===== src/rtl/rmt_filter_pkg.sv =====
// Header offsets, class/state encodings and the classification rule shared by
// the ingress filter and its bench.
package rmt_filter_pkg;

  localparam int          ETYPE_OFF     = 12;
  localparam logic [15:0] VLAN_ETYPE    = 16'h8100;
  localparam int          IP_ETYPE_OFF  = 16;
  localparam logic [15:0] IPV4_ETYPE    = 16'h0800;
  localparam int          IHL_OFF       = 18;
  localparam logic [7:0]  IPV4_VER_IHL  = 8'h45;
  localparam int          PROTO_OFF     = 27;
  localparam logic [7:0]  UDP_PROTO     = 8'h11;
  localparam int          UDP_DPORT_OFF = 40;
  localparam int          MIN_HDR_BYTES = 42;

  typedef enum logic [1:0] {
    IDLE = 2'd0,
    PASS = 2'd1,
    DROP = 2'd2
  } filt_state_t;

  typedef enum logic [1:0] {
    CLS_DATA = 2'd0,
    CLS_CFG  = 2'd1,
    CLS_DROP = 2'd2
  } pkt_class_t;

  // Configuration packets are only a legal class while the host allows them.
  function automatic pkt_class_t classify(input logic well_formed,
                                          input logic cfg_port,
                                          input logic cfg_en);
    pkt_class_t cls;
    if (!well_formed)   cls = CLS_DROP;
    else if (!cfg_port) cls = CLS_DATA;
    else if (cfg_en)    cls = CLS_CFG;
    else                cls = CLS_DROP;
    return cls;
  endfunction

endpackage


===== src/rtl/axis_skid_reg.sv =====
// Two-entry AXI-Stream output register: a main output slot plus one skid slot,
// so the upstream ready can be a flop while sustaining one beat per cycle.
module axis_skid_reg #(
  parameter int DATA_WIDTH = 512,
  parameter int USER_WIDTH = 128
) (
  input  logic                    clk,
  input  logic                    rst,
  input  logic [DATA_WIDTH-1:0]   s_tdata,
  input  logic [DATA_WIDTH/8-1:0] s_tkeep,
  input  logic [USER_WIDTH-1:0]   s_tuser,
  input  logic                    s_tlast,
  input  logic                    s_valid,
  output logic                    s_ready,
  output logic [DATA_WIDTH-1:0]   m_tdata,
  output logic [DATA_WIDTH/8-1:0] m_tkeep,
  output logic [USER_WIDTH-1:0]   m_tuser,
  output logic                    m_tlast,
  output logic                    m_valid,
  input  logic                    m_ready
);

  localparam int BEAT_W = DATA_WIDTH + DATA_WIDTH/8 + USER_WIDTH + 1;

  logic [BEAT_W-1:0] s_beat;
  logic [BEAT_W-1:0] m_beat_reg;
  logic [BEAT_W-1:0] skid_beat_reg;
  logic              m_valid_reg;
  logic              skid_valid_reg;
  logic              s_fire;

  assign s_beat  = {s_tdata, s_tkeep, s_tuser, s_tlast};
  assign s_ready = ~skid_valid_reg;
  assign s_fire  = s_valid & s_ready;

  assign {m_tdata, m_tkeep, m_tuser, m_tlast} = m_beat_reg;
  assign m_valid = m_valid_reg;

  always_ff @(posedge clk) begin
    if (rst) begin
      m_beat_reg     <= '0;
      skid_beat_reg  <= '0;
      m_valid_reg    <= 1'b0;
      skid_valid_reg <= 1'b0;
    end else if (!m_valid_reg || m_ready) begin
      // Output slot frees this cycle; the skid entry is older than any new beat.
      if (skid_valid_reg) begin
        m_beat_reg     <= skid_beat_reg;
        m_valid_reg    <= 1'b1;
        skid_valid_reg <= 1'b0;
      end else if (s_fire) begin
        m_beat_reg  <= s_beat;
        m_valid_reg <= 1'b1;
      end else begin
        m_valid_reg <= 1'b0;
      end
    end else if (s_fire) begin
      skid_beat_reg  <= s_beat;
      skid_valid_reg <= 1'b1;
    end
  end

endmodule


===== src/rtl/rmt_ingress_filter.sv =====
// Classifies each packet on its first beat and forwards data/config packets to
// the RMT pipeline, tagging config packets in tuser; everything else is dropped.
module rmt_ingress_filter
  import rmt_filter_pkg::*;
#(
  parameter int          C_S_AXIS_DATA_WIDTH  = 512,
  parameter int          C_S_AXIS_TUSER_WIDTH = 128,
  parameter logic [15:0] CFG_UDP_DPORT        = 16'hF1F2,
  parameter int          CFG_TUSER_BIT        = 32,
  parameter int          CNT_WIDTH            = 32
) (
  input  logic                              clk,
  input  logic                              rst,
  input  logic                              cfg_en,
  input  logic [C_S_AXIS_DATA_WIDTH-1:0]    s_axis_tdata,
  input  logic [C_S_AXIS_DATA_WIDTH/8-1:0]  s_axis_tkeep,
  input  logic [C_S_AXIS_TUSER_WIDTH-1:0]   s_axis_tuser,
  input  logic                              s_axis_tvalid,
  output logic                              s_axis_tready,
  input  logic                              s_axis_tlast,
  output logic [C_S_AXIS_DATA_WIDTH-1:0]    m_axis_tdata,
  output logic [C_S_AXIS_DATA_WIDTH/8-1:0]  m_axis_tkeep,
  output logic [C_S_AXIS_TUSER_WIDTH-1:0]   m_axis_tuser,
  output logic                              m_axis_tvalid,
  input  logic                              m_axis_tready,
  output logic                              m_axis_tlast,
  output logic [CNT_WIDTH-1:0]              data_pkt_cnt,
  output logic [CNT_WIDTH-1:0]              cfg_pkt_cnt,
  output logic [CNT_WIDTH-1:0]              drop_pkt_cnt
);

  filt_state_t state_reg, state_next;
  logic        cfg_pkt_reg, cfg_pkt_next;

  logic [15:0] etype;
  logic [15:0] ip_etype;
  logic [7:0]  ver_ihl;
  logic [7:0]  proto;
  logic [15:0] dport;
  logic        well_formed;
  logic        cfg_port;
  pkt_class_t  beat0_class;
  logic [2:0]  cls_hit;

  logic                            skid_ready;
  logic                            in_ready;
  logic                            in_fire;
  logic                            beat0_fire;
  logic                            fwd_valid;
  logic                            fwd_cfg;
  logic [C_S_AXIS_TUSER_WIDTH-1:0] fwd_tuser;

  assign etype    = {s_axis_tdata[8*ETYPE_OFF +: 8], s_axis_tdata[8*(ETYPE_OFF+1) +: 8]};
  assign ip_etype = {s_axis_tdata[8*IP_ETYPE_OFF +: 8], s_axis_tdata[8*(IP_ETYPE_OFF+1) +: 8]};
  assign ver_ihl  = s_axis_tdata[8*IHL_OFF +: 8];
  assign proto    = s_axis_tdata[8*PROTO_OFF +: 8];
  assign dport    = {s_axis_tdata[8*UDP_DPORT_OFF +: 8], s_axis_tdata[8*(UDP_DPORT_OFF+1) +: 8]};

  assign well_formed = (etype == VLAN_ETYPE) && (ip_etype == IPV4_ETYPE) &&
                       (ver_ihl == IPV4_VER_IHL) && (proto == UDP_PROTO) &&
                       (&s_axis_tkeep[MIN_HDR_BYTES-1:0]);
  assign cfg_port    = (dport == CFG_UDP_DPORT);
  assign beat0_class = classify(well_formed, cfg_port, cfg_en);
  assign cls_hit     = {beat0_class == CLS_DROP, beat0_class == CLS_CFG, beat0_class == CLS_DATA};

  // DROP discards at line rate; IDLE still waits for the skid so the next
  // packet's first beat cannot be lost behind a full output stage.
  always_comb begin
    in_ready = skid_ready;
    if (rst)                    in_ready = 1'b0;
    else if (state_reg == DROP) in_ready = 1'b1;
  end

  assign s_axis_tready = in_ready;
  assign in_fire       = s_axis_tvalid & in_ready;
  assign beat0_fire    = in_fire && (state_reg == IDLE);

  always_comb begin
    fwd_valid = 1'b0;
    fwd_cfg   = cfg_pkt_reg;
    case (state_reg)
      IDLE: begin
        fwd_valid = in_fire && (beat0_class != CLS_DROP);
        fwd_cfg   = (beat0_class == CLS_CFG);
      end
      PASS:    fwd_valid = in_fire;
      default: fwd_valid = 1'b0;
    endcase
  end

  always_comb begin
    fwd_tuser                = s_axis_tuser;
    fwd_tuser[CFG_TUSER_BIT] = fwd_cfg;
  end

  always_comb begin
    state_next   = state_reg;
    cfg_pkt_next = cfg_pkt_reg;
    case (state_reg)
      IDLE: begin
        if (in_fire) begin
          cfg_pkt_next = (beat0_class == CLS_CFG);
          if (!s_axis_tlast) state_next = (beat0_class == CLS_DROP) ? DROP : PASS;
        end
      end
      PASS, DROP: begin
        if (in_fire && s_axis_tlast) state_next = IDLE;
      end
      default: state_next = IDLE;
    endcase
  end

  always_ff @(posedge clk) begin
    if (rst) begin
      state_reg   <= IDLE;
      cfg_pkt_reg <= 1'b0;
    end else begin
      state_reg   <= state_next;
      cfg_pkt_reg <= cfg_pkt_next;
    end
  end

  // Counter index follows pkt_class_t: 0 data, 1 config, 2 drop.
  logic [CNT_WIDTH-1:0] cnt_out [3];

  genvar gi;
  generate
    for (gi = 0; gi < 3; gi++) begin : g_cnt
      logic [CNT_WIDTH-1:0] cnt_reg;
      always_ff @(posedge clk) begin
        if (rst)                             cnt_reg <= '0;
        else if (beat0_fire && cls_hit[gi])  cnt_reg <= cnt_reg + CNT_WIDTH'(1);
      end
      assign cnt_out[gi] = cnt_reg;
    end
  endgenerate

  assign data_pkt_cnt = cnt_out[0];
  assign cfg_pkt_cnt  = cnt_out[1];
  assign drop_pkt_cnt = cnt_out[2];

  axis_skid_reg #(
    .DATA_WIDTH (C_S_AXIS_DATA_WIDTH),
    .USER_WIDTH (C_S_AXIS_TUSER_WIDTH)
  ) u_skid (
    .clk     (clk),
    .rst     (rst),
    .s_tdata (s_axis_tdata),
    .s_tkeep (s_axis_tkeep),
    .s_tuser (fwd_tuser),
    .s_tlast (s_axis_tlast),
    .s_valid (fwd_valid),
    .s_ready (skid_ready),
    .m_tdata (m_axis_tdata),
    .m_tkeep (m_axis_tkeep),
    .m_tuser (m_axis_tuser),
    .m_tlast (m_axis_tlast),
    .m_valid (m_axis_tvalid),
    .m_ready (m_axis_tready)
  );

endmodule


===== config.mk =====
export PLATFORM = sky130hd
export DESIGN_NAME = rmt_ingress_filter
export DESIGN_NICKNAME = d
export VERILOG_FILES = /design/src/rtl/rmt_filter_pkg.sv /design/src/rtl/axis_skid_reg.sv /design/src/rtl/rmt_ingress_filter.sv
export SDC_FILE = /design/constraint.sdc
export NUM_CORES = 2
export LEC_CHECK = 0
export BUFFER_PORTS_ARGS = -buffer_cell sky130_fd_sc_hd__clkbuf_2
export CAP_MARGIN = 20
export CORE_AREA = 2 2 582 584
export CTS_BUF_LIST = sky130_fd_sc_hd__clkbuf_16
export DETAILED_ROUTE_END_ITERATION = 10
export DIE_AREA = 0 0 584 586
export PLACE_DENSITY = 0.45
export SETUP_SLACK_MARGIN = 0.15
export SYNTH_ARGS = -nofsm -noshare
export SYNTH_HDL_FRONTEND = slang
export SYNTH_SLANG_ARGS = --single-unit

===== constraint.sdc =====
create_clock -name clk -period 3.27 [get_ports clk]
set_input_delay 0.327 -clock clk [delete_from_list [all_inputs] [get_ports clk]]
set_output_delay 0.327 -clock clk [all_outputs]
set_load 0.01 [all_outputs]

==> summary.md <==
| Metric | Value |
|---|---|
| Hold Path Origin | `s_axis_tkeep[6]` |
| Top cells by area, synth | `dfxtp_1 (49%), mux2i_1 (11%), a211oi_1 (8.5%)` |
| Vias | `around 63000` |
| Reg2Reg Depth | `6` |
| Syn_nets | `roughly 7700` |
| Drt via density | `4.64` |
| Final setup fails | `0` |
| Initial Util | `approximately 18%` |
| I/O pins | `roughly 1500` |
| CP Cell Sequence | `dlygate4sd3_1 > clkbuf_2 > nand4b_1 > nor4_2 > buf_4 > nand4_1 > buf_4 > buf_4 > o31ai_4 > buf_4 > buf_16 > buf_12 > nand3_1 > a21oi_1` |
| Met3 GRT Util | `5.16%` |
| Cell taking the most area after synthesis | `dfxtp_1` |
| Worst Skew | `61.6 ps` |
| Max incr delay on CP | `~540 ps` |
| Most common cell on crit path | `buf_4` |
| Top Usage Layer GRT | `met2` |
| CP Capture Type | `flip-flop` |
| Die span in y | `just under 600 um` |
| Max-cap violations | `0` |
| Pwr dens | `between 400 and 500 mW/mm^2` |
| Detail Route Antenna Nets | `0` |
| Syn_area_per_cell | `about 8.9 um^2` |
| Worst Hold End | `u_skid.skid_beat_reg[135]$_SDFFE_PP0P_` |
| DR iter-0 viols | `4864` |
| Die X | `approximately 580 um` |
| M2 GR Usage | `29.2%` |
| Critical path required time | `4020 ps` |
| WHS Path Cells | `4` |
| H-tree depth | `4` |
| CTS buffer count | `between 150 and 200` |
| Wire per inst | `~24 um` |
| Global Route Usage Sum | `approximately 18%` |
| Worst path depth | `14` |
| Port-buffer cells | `around 1500` |
| Final Cycle Share | `between 90% and 100%` |
| RSZ-0062 raised after global routing | `yes` |
| DIE AREA | `about 0.34 mm^2` |
| Top Family by Delay on Critical Path | `buffers and inverters` |
| Clock transition at path regs | `around 60 ps` |
| TritonCTS clock tree | `yes` |
| HPWL after detailed placement | `around 240000 um` |
| Register area share after synthesis | `just under 50%` |
| Cells after synthesis | `approximately 7000` |
| VDD IR max | `around 390 uV` |
| Largest net degree at the start of global routing | `200` |
| Final Max Tran Viols | `0` |
| Synthesized area | `0.0621 mm^2` |
| Placed Area | `between 0.07 and 0.08 mm^2` |
| Hold_ws | `111 ps` |
| Number of enable flip-flop cells after synthesis | `0` |
| Grt met1 use | `between 20% and 30%` |
| Sequential cell area | `about 0.030 mm^2` |
| Filler Cell Count | `between 30000 and 40000` |
| Root Buffer | `clkbuf_16` |
| DRC | `0` |
| Startpoint types | `primary input` |
| Core Rows | `about 210` |
| RePlAce Congestion | `between 0.8 and 0.9` |
| Min-Delay Path Class | `in2reg` |
| First-pass GRT wire length | `between 400000 and 500000 um` |
| Crit path max-delay cell type | `dlygate4sd3_1` |
| Share of the synthesized area in the top cell type | `about half` |
| Final instance area | `0.0888 mm^2` |
| Period minus WS final | `approximately 3100 ps` |
| Buf/Inv on CP | `8` |
| Ys flop type | `dfxtp_1` |
| Commonest non-fill, non-tap cells in the layout | `dfxtp_1 (1510), clkbuf_2 (1510), a21oi_1 (763)` |
| Synth async-reset ratio | `0%` |
| Critical path peak fanout | `34` |
| Crit Reg-Reg Endpoint | `data_pkt_cnt[31]$_SDFFE_PP0P_` |
| Vias in the first global route | `between 60000 and 70000` |
| Final-stage net count | `between 9000 and 10000` |
| DRT Pass-1 Iters | `8` |
| Crit path DAT | `approximately 4000 ps` |
| Outcome | `completed` |
| Multi-input gate area | `~0.029 mm^2` |
| Library cells used by synthesis | `51` |
| Core Area | `between 0.3 and 0.4 mm^2` |
| DRT Wirelength | `roughly 320000 um` |
| Clock Latency Late Sink | `around 840 ps` |
| Total power | `just over 40 mW` |
| Final hold viol count | `0` |
| Crit Path Category | `in2reg` |
| FF-to-FF setup slack | `410 ps` |
| Share of layout cells above drive strength 1 | `a little under a quarter` |
| Worst-Margin Slew | `1100 ps` |
| Yosys reg bits | `1511` |
| Clk sinks | `about 1500` |
| LEAKAGE | `between 30 and 40 nW` |
| Congestion Overflow GR | `0` |
| Reg2reg start | `data_pkt_cnt[11]$_SDFFE_PP0P_` |
| Achievable clock frequency | `between 0.3 and 0.4 GHz` |
| Area growth from synthesis to layout | `43.0%` |
| CTS Buffer Depth | `4` |
| Slew margin rel. | `26.6%` |
| Initial antenna violation count | `161` |
| Yosys warnings | `0` |
## power by group
group	switching [mW]	internal, mW	total [mW]	leakage, nW
combinational	1.23	1.08	2.31	15.4
sequential	0.00274	18.4	18.4	12.2
clock	8.91	11.5	20.5	3.01
total	10.1	31.0	41.2	30.6
## cells in the mapped netlist, drive strengths merged, types with 11 or more instances
cell,number
a211oi,704
a21oi,763
and4,13
buf,205
clkbuf,541
dfxtp,1511
inv,24
mux2,11
mux2i,706
nand2,42
nand3,744
nand4,30
nor2,732
nor2b,11
nor4,22
o21ai,737
o311ai,14
o31ai,28
o41ai,15
or2,17
or3,28
or4,29
## worst min-delay path: stages
cell and delay (ps):
dlymetal6s4s_1 310, clkbuf_2 160, nand3_1 60, a21oi_1 50
## worst max-delay path by stage
stage	startpoint	to	slack, ps
floorplan	s_axis_tdata[97]	cfg_pkt_cnt[30]$_SDFFE_PP0P_	550
global placement	s_axis_tdata[143]	u_skid.skid_beat_reg[443]$_SDFFE_PP0P_	-440
detailed placement	s_axis_tdata[143]	u_skid.skid_beat_reg[95]$_SDFFE_PP0P_	-460
CTS	s_axis_tkeep[6]	u_skid.skid_beat_reg[382]$_SDFFE_PP0P_	220
global route	s_axis_tdata[221]	u_skid.skid_beat_reg[622]$_SDFFE_PP0P_	100
finish	s_axis_tdata[99]	u_skid.skid_beat_reg[496]$_SDFFE_PP0P_	130
## logic make-up after synthesis
kind of cell | synth area share (%)
AOI/OAI and AO/OA | 21.7
xor gates and xnor gates | 0.0846
adders and majority gates | 0.121
buffers and inverters | 5.08
DFF | 48.7
muxes | 11.6
and+or+nand+nor | 12.8
## per-stage QoR
stage	utilization, %	instances	worst slack, ps	TNS (ps)
floorplan	-	6997	549	0
global placement	22.5	12500	-443	-347600
detailed placement	22.5	12500	-458	-417490
CTS	26.3	13500	224	0
global route	26.4	13600	98.3	0
finish	26.4	13600	135	0
## layer usage
| layer | up-vias | part of all wire (%) |
|---|---|---|
| met4 | 36 | 5.1 |
| met3 | 621 | 8.2 |
| li1 | 29600 | - |
| met1 | 30500 | 40 |
| met2 | 2345 | 47 |
| met5 | - | 0.075 |
## timing repair
item	CTS	global route
endpoints found under the setup margin	0	174
hold buffers	708	0
buffers inserted	0	2
gates resized for setup	0	11
endpoints found under the hold margin	1402	0
## layout make-up
cell class,count,share of cell area [%]
clock inverters,152,1.30
diodes,77,0.217
repair buffers,2523,20.4
well taps,4407,6.21
inverters,24,0.110
clock buffers,189,5.33
multi-input cells,4716,32.4
flip-flops and latches,1511,34.1
(Power assumes the default switching activity.)
